File: src/rtl/cam_config_seq.sv
// rtl/cam_config_seq.sv - camera register table sequencer feeding an SCCB write master
// Walks a {reg,val} ROM table per mode, issuing writes with NACK retry and 0xFE delay entries.
module cam_config_seq #(
  parameter int IDX_W     = 6,
  parameter int MODE_W    = 2,
  parameter int DELAY_CYC = 25000,
  parameter int MAX_RETRY = 3
) (
  input  logic                    i_clk,
  input  logic                    i_rstn,
  input  logic                    i_start,
  input  logic [MODE_W-1:0]       i_mode,
  output logic [MODE_W+IDX_W-1:0] o_rom_addr,
  input  logic [15:0]             i_rom_data,
  output logic                    o_wr_valid,
  output logic [7:0]              o_wr_addr,
  output logic [7:0]              o_wr_data,
  input  logic                    i_wr_ready,
  input  logic                    i_xfer_done,
  input  logic                    i_xfer_nack,
  output logic                    o_busy,
  output logic                    o_done,
  output logic                    o_error,
  output logic [IDX_W-1:0]        o_index
);

  localparam int PRE_W   = $clog2(DELAY_CYC + 1);
  localparam int RETRY_W = $clog2(MAX_RETRY + 2);

  typedef enum logic [2:0] {
    S_IDLE, S_FETCH, S_DECODE, S_ISSUE, S_WAIT, S_DELAY, S_DONE, S_ERROR
  } state_t;

  state_t                    state_q, state_d;
  logic [MODE_W-1:0]         mode_q, mode_d;
  logic [IDX_W-1:0]          index_q, index_d, index_nxt;
  logic [RETRY_W-1:0]        retry_q, retry_d;
  logic [MODE_W+IDX_W-1:0]   rom_addr_q, rom_addr_d;
  logic [7:0]                wr_addr_q, wr_addr_d;
  logic [7:0]                wr_data_q, wr_data_d;
  logic [PRE_W-1:0]          pre_q, pre_d;
  logic [7:0]                unit_q, unit_d;
  logic                      adv;

  always_ff @(posedge i_clk) begin
    if (!i_rstn) begin
      state_q    <= S_IDLE;
      mode_q     <= '0;
      index_q    <= '0;
      retry_q    <= '0;
      rom_addr_q <= '0;
      wr_addr_q  <= '0;
      wr_data_q  <= '0;
      pre_q      <= '0;
      unit_q     <= '0;
    end else begin
      state_q    <= state_d;
      mode_q     <= mode_d;
      index_q    <= index_d;
      retry_q    <= retry_d;
      rom_addr_q <= rom_addr_d;
      wr_addr_q  <= wr_addr_d;
      wr_data_q  <= wr_data_d;
      pre_q      <= pre_d;
      unit_q     <= unit_d;
    end
  end

  always_comb begin
    state_d    = state_q;
    mode_d     = mode_q;
    index_d    = index_q;
    retry_d    = retry_q;
    rom_addr_d = rom_addr_q;
    wr_addr_d  = wr_addr_q;
    wr_data_d  = wr_data_q;
    pre_d      = pre_q;
    unit_d     = unit_q;
    adv        = 1'b0;
    index_nxt  = index_q + IDX_W'(1);

    case (state_q)
      S_IDLE, S_DONE, S_ERROR: begin
        if (i_start) begin
          mode_d     = i_mode;
          index_d    = '0;
          retry_d    = '0;
          rom_addr_d = {i_mode, {IDX_W{1'b0}}};
          state_d    = S_FETCH;
        end
      end
      S_FETCH:  state_d = S_DECODE;
      S_DECODE: begin
        if (i_rom_data == 16'hFFFF) begin
          state_d = S_DONE;
        end else if (i_rom_data[15:8] == 8'hFE) begin
          if (i_rom_data[7:0] == 8'd0) begin
            adv = 1'b1;
          end else begin
            unit_d  = i_rom_data[7:0];
            pre_d   = '0;
            state_d = S_DELAY;
          end
        end else begin
          wr_addr_d = i_rom_data[15:8];
          wr_data_d = i_rom_data[7:0];
          state_d   = S_ISSUE;
        end
      end
      S_ISSUE: if (i_wr_ready) state_d = S_WAIT;
      S_WAIT: begin
        if (i_xfer_done) begin
          if (!i_xfer_nack) begin
            adv = 1'b1;
          end else if (retry_q < RETRY_W'(MAX_RETRY)) begin
            retry_d = retry_q + RETRY_W'(1);
            state_d = S_ISSUE;
          end else begin
            state_d = S_ERROR;
          end
        end
      end
      S_DELAY: begin
        // prescaler wraps once per unit; the last unit's wrap ends the delay
        if (pre_q == PRE_W'(DELAY_CYC - 1)) begin
          pre_d = '0;
          if (unit_q == 8'd1) adv = 1'b1;
          else                unit_d = unit_q - 8'd1;
        end else begin
          pre_d = pre_q + PRE_W'(1);
        end
      end
      default: state_d = S_IDLE;
    endcase

    if (adv) begin
      retry_d = '0;
      if (index_q == {IDX_W{1'b1}}) begin
        state_d = S_DONE;
      end else begin
        index_d    = index_nxt;
        rom_addr_d = {mode_q, index_nxt};
        state_d    = S_FETCH;
      end
    end
  end

  assign o_rom_addr = rom_addr_q;
  assign o_wr_valid = (state_q == S_ISSUE);
  assign o_wr_addr  = wr_addr_q;
  assign o_wr_data  = wr_data_q;
  assign o_busy     = !(state_q == S_IDLE || state_q == S_DONE || state_q == S_ERROR);
  assign o_done     = (state_q == S_DONE);
  assign o_error    = (state_q == S_ERROR);
  assign o_index    = index_q;

endmodule

File: config.mk
export PLATFORM = sky130hd
export DESIGN_NAME = cam_config_seq
export DESIGN_NICKNAME = d
export VERILOG_FILES = /design/src/rtl/cam_config_seq.sv
export SDC_FILE = /design/constraint.sdc
export NUM_CORES = 1
export LEC_CHECK = 0
export ABC_AREA = 1
export BUFFER_PORTS_ARGS = -buffer_cell sky130_fd_sc_hd__buf_2
export CORE_ASPECT_RATIO = 2
export CORE_UTILIZATION = 53
export DETAILED_ROUTE_END_ITERATION = 8
export GPL_ROUTABILITY_DRIVEN = 0
export PLACE_DENSITY = 0.74
export SLEW_MARGIN = 25
export SYNTH_ARGS = -nofsm -noshare
export SYNTH_HDL_FRONTEND = slang
export SYNTH_SLANG_ARGS = --single-unit
export TNS_END_PERCENT = 20
File: constraint.sdc
create_clock -name i_clk -period 3.3 [get_ports i_clk]
set_input_delay 0 -clock i_clk [delete_from_list [all_inputs] [get_ports i_clk]]
set_output_delay 0 -clock i_clk [all_outputs]
set_load 0.01 [all_outputs]
# After elaboration in Yosys (flattened, before gate mapping)
# Cells that the tools add are included.
# classes
add_sub_neg	4
n_lt_le_gt_ge	1
n_eq_ne	26
n_mux	43
bitwise_logic	3
n_reduce_logical	16
# ops
op	n
2-to-1 mux 8 bit	9
2-to-1 mux 15 bit	4
2-to-1 mux 3 bit	14
case mux 15 bit (2 select lines)	1
2-to-1 mux 6 bit	4
inequality test 2 bit, second input constant	9
== test 16 bit, second input constant	1
case mux 8 bit (2 select lines)	1
adder 15 x 1 -> 15 bit, second input constant	1
== test 15 bit, second input constant	1
case mux 3 bit (5 select lines)	1
== test 3 bit, second input constant	4
AND reduction 6 bit	2
inequality test 3 bit, second input constant	3
== test 8 x 1 -> 1 bit, second input constant	1
== test 8 bit, second input constant	1
zero test 8 bit	1
subtractor 8 x 1 -> 8 bit, second input constant	1
2-to-1 mux 1 bit	7
adder 6 x 1 -> 6 bit, second input constant	1
== test 3 x 2 -> 1 bit, second input constant	2
== test 6 bit, second input constant	1
case mux 3 bit (2 select lines)	1
nonzero test 6 bit	1
other kinds (17)	21
# totals
ff_bits	61
elab_cells	102

# Longest topological paths before layout
# Gate-level depths: netlist (run 1).
# logic_depth
word_depth	7
mapped_depth	13
mapped_depth_nobuf	11

# Worst setup path after synthesis (run 1)
# No wires, ideal clock.
# synth_path
kind	register to register
start	reg pre_q[0]
end	reg pre_q[8]
setup_time_ns	0.126
arrival_time_ns	1.433
t_required_ns	3.174
setup_slack_ns	1.741
stages_incl_launch_ff	9
synth_period_minus_slack_ns	1.559
path_cell_list	dfxtp_1 > ha_1 > nand2_1 > nor2_1 > nand2_1 > nor2_1 > nand2_1 > nor3_1 > nor3b_2
# synth_via
elab_chain_len	3
# synth_lines
item	line_no	rtl
start: declaration	41	logic [PRE_W-1:0] pre_q, pre_d;
start signal: assignment	64	pre_q <= pre_d;
adder 15 x 1 -> 15 bit or == test 15 bit (tied branches)	130, 125	
2-to-1 mux 15 bit (*)	125	if (pre_q == PRE_W'(DELAY_CYC - 1)) begin
case mux 15 bit (2 select lines) (*)	82	case (state_q)
# Mark *: on every way between the ends. The rest lies on a longest branch, timed or not.
# A chain may end at the register's enable or synchronous reset.

# Final worst setup path (run 1)
# layout_path
start	reg state_q[2]
end	reg wr_addr_q[5], in the netlist o_wr_addr[5]
# layout_via
elab_chain_len	2
# layout_lines
item	line_no	rtl
start: declaration	34	state_t state_q, state_d;
start signal: assignment	57	state_q <= state_d;
== test 3 x 2 -> 1 bit	82	
AND reduction 3 bit (no line)	n/a	
end signal: assignment	62	wr_addr_q <= wr_addr_d;
end: declaration	39	logic [7:0] wr_addr_q, wr_addr_d;
# No other way between the ends.

==> metrics.csv, run 1 <==
metric,value,unit
Setup crit end kind,flop,
CP Cell Sequence,"inv_4, nand2_2, nor2_4, nand3_1, o21ai_0, a21oi_1",
multiplexer share of the synthesized area,0,%
pin count of the biggest net entering global routing,33,
FF-to-FF Start,state_q[2]$_SDFFE_PN0P_,
Total Wirelength,9480,um
Final setup viols,0,
worst-path cell with the longest stage delay,nand3_1,
worst endpoint required time,3480,ps
crit path capture,o_wr_addr[5]$_SDFFE_PN0P_,
Starting Density,55.2,%
All-Layer GR Usage,28.2,%
First-pass DRT Iterations,5,
Syn Nets,607,
Die Span Y,120,um
CTS Buf Count,9,
Core Footprint,6670,um^2
setup tns final,0,ps
Final Cell Area,4310,um^2
kind of cell adding the most delay to the critical path,simple AND/OR/NAND/NOR gates,
hpwl dp,7080,um
fill count,656,
synthesized cell area,3680,um^2
Synth Instances,578,
Tightest Hold Check Type,in2reg,
clk buf depth,2,
"Top FF cell, synth",dfxtp_1,
first-pass GRT wire length,15400,um
post-CTS resize count,0,
gr ovfl total,0,
Residual DRC,0,
clock net sink count,61,
CP max stage delay,700,ps
CP bufs+invs,1,
Netlist cell types,38,
Max Cap Viol,0,
fraction of layout cells with a size suffix above 1,15.9,%
syn avg cell area,6.37,um^2
# port buffers,57,
r2r setup slk,1120,ps
sequential fraction of the synthesis area,33.2,%
initial DRC count,202,
clk slew on worst S/H paths,50,ps
Synth Area in Compound Gates,15.6,%
ys async rst share,0,%
Nets,664,
DR WL/cell,13.0,um
Final Max Tran Viols,0,
"FF+latch count, synth",61,
Fin. Hold Viols,0,
Die W,60.9,um
critical path depth,6,
Final Cycle Share,66.1,%
post-synthesis xor/xnor area fraction,1.19,%
CTS tree,built,
worst-path fanout max,32,
Ys Warns,0,
CP Launch Type,flop,
Slew headroom,36.6,%
vias in the first global route,3664,
Antenna Cells,0,
simple-gate share of the synthesized area,37.9,%
worst clock skew,5.82,ps
outcome,"finished, final reports clean",
Tightest Pin Transition,948,ps
FF-to-FF path depth,6,
Final min period,2180,ps
Final ANT Viol Nets,0,
Synth Area in Adders,1.70,%
peak supply drop,465,uV
Worst EP arrival,2360,ps
"Area growth, synth to finish",17.1,%
area of the die,7310,um^2
Vias,3861,
Power per Cell Area,696,nW/um^2
hold slack final,3.58,ps
clk_lat worst skew,340,ps
Fmax,458,MHz
antenna violations before repair,0,
IO Pins,58,
CP Launch Point,state_q[2]$_SDFFE_PN0P_,
Setup CP Type,reg2reg,
H-tree levels,3,
RR Endpoint,o_wr_addr[5]$_SDFFE_PN0P_,
Post-synth EDFFs,0,
dpl cell area,3950,um^2
num rows,42,
vias per inst,5.30,
LEAKAGE,1.91,nW
largest family of logic cells by synthesized area,simple AND/OR/NAND/NOR gates,
clock root buffer,clkbuf_16,
RSZ-0062 raised after global routing,no,
-- worst reg2reg max path: stages, from the launching register on --
cell and delay, ps:
dfxtp_1 430, inv_4 120, nand2_2 70, nor2_4 190
nand3_1 700, o21ai_0 450, a21oi_1 70
-- placed cells by master (no fill, tap or decap), types with 8 or more instances in the layout --
cell,netlist,final
nor3_1,8,8
nor2_1,80,80
buf_2,3,57
nand3_1,28,28
dlygate4sd3_1,0,8
clkbuf_16,0,9
dfxtp_1,61,61
nand4_1,8,8
nand2_1,152,152
o21ai_0,46,46
a21oi_1,52,52
inv_1,64,64
-- how the worst min path moves through the flow --
stage / to / slack [ps] / cells past startpoint / startpoint
final: o_wr_addr[5]$_SDFFE_PN0P_ / 4 / 3 / i_rom_data[13]
after floorplan: mode_q[0]$_SDFFE_PN0P_ / 160 / 2 / i_mode[0]
after global placement: mode_q[1]$_SDFFE_PN0P_ / 290 / 3 / i_mode[1]
after detailed placement: mode_q[1]$_SDFFE_PN0P_ / 290 / 3 / i_mode[1]
after global routing: o_wr_addr[5]$_SDFFE_PN0P_ / 20 / 3 / i_rom_data[13]
after CTS: o_wr_addr[0]$_SDFFE_PN0P_ / 4 / 3 / i_rom_data[8]
-- metrics by stage --
step                      setup slack (ps)  utilization [%]  cells  total power [mW]
after floorplan                       1740                -    578              1.89
after global placement                1280             59.2    704              2.09
after detailed placement              1150             59.2    704              2.12
after CTS                             1130             64.6    728              3.01
after global routing                   863             64.6    728              3.23
final                                 1120             64.6    728              3.00
-- Yosys cell counts (6+ instances only) --
cell / count / area share, %
buf_6: 6 / 1.8
clkbuf_1: 8 / 0.82
nor2_1: 80 / 8.2
a21oi_1: 52 / 7.1
o21ai_0: 46 / 6.3
inv_1: 64 / 6.5
nand4_1: 8 / 1.4
nand3_1: 28 / 3.8
dfxtp_1: 61 / 33
nand2_1: 152 / 15
nor3_1: 8 / 1.1
-- where the power goes --
part	switching, mW	internal (mW)	leakage (nW)
Clock	0.331	0.544	0.138
Sequential	0.119	0.877	0.496
Combinational	0.751	0.379	1.27
Total	1.20	1.80	1.91
-- layer usage --
metal  up-vias  GRT usage [%]  wire [um]
li1       1960              -          -
met5         -              0          0
met4         0           16.9        456
met1      1759           27.6       3460
met3        34           6.57        348
met2       108           50.4       5210
-- layout make-up --
cell class | instances | area, um^2 | share of cell area [%]
Multi-Input combinational cell | 430 | 2080 | 48.2
Tap cell | 88 | 110 | 2.55
Timing Repair Buffer | 65 | 365 | 8.47
Clock inverter | 4 | 22.5 | 0.522
Clock buffer | 12 | 256 | 5.95
Inverter | 68 | 258 | 5.98
Sequential cell | 61 | 1220 | 28.3
-- flip-flops by register name (all words and copies together) (netlist names) --
name	count
state_q	3
unit_q	8
retry_q	3
o_index	6
mode_q	2
o_wr_data	8
o_rom_addr	8
o_wr_addr	8
pre_q	15
-- repair_timing --
action | 4_1_cts | 5_1_grt
hold buffers | 8 | 0
hold endpoints to repair | 8 | 0
setup buffers | 0 | 0
-- cells by family after synthesis --
kind of cell,count (synthesis)
adders and majority gates,5
xor gates and xnor gates,5
AOI/OAI and AO/OA,110
buffers and inverters,87
DFF,61
and+or+nand+nor,310
Note: power is estimated with default switching activity, not from simulation.
==> run 2: changes to the inputs <==
--- a/config.mk
+++ b/config.mk
@@ -5,13 +5,13 @@
 export SDC_FILE = /design/constraint.sdc
 export NUM_CORES = 1
 export LEC_CHECK = 0
-export ABC_AREA = 1
+export ABC_AREA = 0
 export BUFFER_PORTS_ARGS = -buffer_cell sky130_fd_sc_hd__buf_2
 export CORE_ASPECT_RATIO = 2
 export CORE_UTILIZATION = 53
 export DETAILED_ROUTE_END_ITERATION = 8
 export GPL_ROUTABILITY_DRIVEN = 0
-export PLACE_DENSITY = 0.74
+export PLACE_DENSITY = 0.75
 export SLEW_MARGIN = 25
 export SYNTH_ARGS = -nofsm -noshare
 export SYNTH_HDL_FRONTEND = slang
==> constraint.sdc (replaced) <==
create_clock -name i_clk -period 2.3 [get_ports i_clk]
set_input_delay 0 -clock i_clk [delete_from_list [all_inputs] [get_ports i_clk]]
set_output_delay 0 -clock i_clk [all_outputs]
set_load 0.01 [all_outputs]
==> run 2 against run 1 <==
  * The run now ends with hold timing left
  * Sequential share of layout area rose by 0.59 points
  * Sequential power rose by 33%
  * Clock power rose by 60%
  * Utilization rose by 5.1 points
  * Synthesized cell count fell by 30%
  * Area after synthesis fell by 8.2%
  * Power rose by 43%
  * Clock-buffer cell count fell by 1
  * Register-to-register slack got worse by 860 ps
  * Critical path depth rose by 1
  * Sequential cell count did not move
  * Critical path type is now in2reg
  * Highest routed layer unchanged
==> metrics.csv, run 2 <==
metric,value,unit,change
clk_lat worst skew,340,ps,about the same
Fmax,482,MHz,
worst endpoint required time,2560,ps,-920 ps
Synth area leaders,"dfxtp_1, mux2i_1, a21oi_1, nor2_1, nand2_1",,
Syn Nets,433,,-29%
Cells after DPL,540,,-23%
hold slack final,-0.999,ps,-4.58 ps
Die W,58.5,um,-4.0%
Tightest Hold Check Type,in2reg,,
Largest register FFs,15,,unchanged
LEAKAGE,1.66,nW,-13%
met2 Track Usage GR,56.0,%,+5.6 points
top cell type's share of synthesized area,36.1,%,+2.9 points
hold path cells,3,,unchanged
Die Span Y,115,um,-4.1%
fill count,522,,-20%
dpl cell area,3800,um^2,-4.0%
vias in the first global route,3422,,-6.6%
CTS tree,built,,
most frequent cell after synthesis,dfxtp_1,,
Worst EP arrival,2340,ps,-20 ps
Setup crit end kind,flop,,
Final min period,2070,ps,
fraction of layout cells with a size suffix above 1,23.0,%,+7.0 points
clock root buffer,clkbuf_16,,
pin count of the biggest net entering global routing,23,,-30%
synthesized cell area,3380,um^2,-8.2%
Slew headroom,47.1,%,+10 points
syn avg cell area,8.37,um^2,+31%
H-tree levels,3,,unchanged
clk slew on worst S/H paths,50,ps,about the same
hpwl dp,6930,um,-2.2%
"FF+latch count, synth",61,,unchanged
Power per Cell Area,1010,nW/um^2,+46%
peak supply drop,727,uV,+56%
Synth Instances,404,,-30%
Post-synth top cells,"dfxtp_1, nor2_1, a21oi_1, nand2_1",,
Nets,507,,-24%
FF-to-FF Start,pre_q[0]$_SDFFE_PN0P_,,
setup tns final,0,ps,unchanged
Max Cap Viol,0,,unchanged
IO Pins,58,,unchanged
CP Launch Point,i_rom_data[11],,
area of the die,6720,um^2,-8.0%
initial DRC count,226,,+12%
vias per inst,6.08,,+15%
Final Cell Area,4220,um^2,-2.0%
Final Max Tran Viols,0,,unchanged
Tightest Pin Transition,794,ps,-154 ps
Post-synth EDFFs,0,,unchanged
Reg with most FFs,pre_q,,
M3 GR Usage,7.65,%,+1.1 points
clock net sink count,61,,unchanged
First-pass DRT Iterations,7,,+2
Hold Startpoint,i_rom_data[4],,
Vias,3446,,-11%
Fin. Hold Viols,1,,+1
Core Footprint,6060,um^2,-9.3%
first-pass GRT wire length,15900,um,+2.9%
most frequent cells in the layout,"dfxtp_1, buf_2, nor2_1",,
"commonest non-fill, non-tap cell in the layout",dfxtp_1,,
DR WL/cell,17.2,um,+32%
RSZ-0062 raised after global routing,no,,
worst clock skew,5.58,ps,-0.238 ps
final cell count without fillers,567,,-22%
Netlist cell types,61,,+61%
# port buffers,57,,unchanged
Ys Warns,0,,unchanged
ys async rst share,0,%,unchanged
met1 Usage GRT,30.9,%,+3.3 points
Starting Density,55.8,%,+0.67 points
Residual DRC,0,,unchanged
Antenna Cells,0,,unchanged
Total Wirelength,9750,um,+2.9%
clk buf depth,2,,unchanged
sequential fraction of the synthesis area,36.1,%,+2.9 points
Final ANT Viol Nets,0,,unchanged
FF-to-FF path depth,6,,unchanged
antenna violations before repair,0,,unchanged
"area leader, netlist",dfxtp_1,,
"Area growth, synth to finish",24.9,%,
Setup CP Type,in2reg,,
failing checks,hold timing,,
GR peak layer,met2,,
outcome,"finished, violations left",,
Final Cycle Share,90.2,%,
CP Launch Type,input pin,,
CTS Buf Count,9,,unchanged
Final setup viols,0,,unchanged
All-Layer GR Usage,31.1,%,+2.9 points
num rows,40,,-4.8%
gr ovfl total,0,,unchanged
"Top FF cell, synth",dfxtp_1,,
worst-path fanout max,21,,-34%
[run 2: final timing paths]
path | end | slack, ps
worst max register to register | unit_q[0]$_SDFFE_PN0P_ | 260
worst min register to register | mode_q[1]$_SDFFE_PN0P_ | 460
worst min-delay path | o_wr_data[4]$_SDFFE_PN0P_ | -1
worst max-delay path | pre_q[8]$_SDFFE_PN0P_ | 230
[run 2: report_power, final]
part,switching (mW),internal [mW]
combinational,0.941,0.622
sequential,0.127,1.20
clock,0.500,0.896
total,1.57,2.71
[run 2: kinds of logic after synthesis]
family	count (synthesis)	share of synthesized area, %
AND/OR/NAND/NOR	172	28.4
AO/OA/AOI/OAI	110	21.9
flip-flops	61	36.1
buffers and inverters	29	4.07
multiplexers	18	5.33
XOR/XNOR	9	2.33
adder cells (fa/ha/maj)	5	1.85
[run 2: routing by layer]
layer  share of wire, %  vias up
li1                   -     1666
met4                4.9        0
met2                 54      106
met5                  0        -
met1                 37     1638
met3                3.9       36
[run 2: what timing repair did]
| action | 4_1_cts | 5_1_grt |
|---|---|---|
| hold endpoints to repair | 12 | 0 |
| resized for setup | 0 | 3 |
| setup endpoints to repair | 0 | 4 |
| buffers inserted | 0 | 0 |
| hold buffers | 11 | 0 |
[run 2: layout make-up]
class	instances	area (um^2)	area share [%]
clock buffers	11	253	5.98
clock inverters	5	58.8	1.39
inverters	5	18.8	0.444
multi-input cells	314	2030	48.0
flip-flops and latches	61	1220	28.9
well taps	84	105	2.49
repair buffers	87	538	12.7
[run 2: metrics by stage]
step	setup WS, ps	power [mW]	utilization, %
3_3_place_gp	224	2.83	62.7
2_1_floorplan	478	2.40	-
5_1_grt	54.4	4.51	69.8
4_1_cts	162	4.27	69.6
3_5_place_dp	164	2.86	62.7
6_report	225	4.28	69.8
[run 2: worst max-delay path, cell delays in order]
cell and delay [ps]:
dlygate4sd3_1 540, buf_2 130, nand4_2 190, o31ai_4 440
o21ai_2 330, or4_1 550, a21oi_1 150
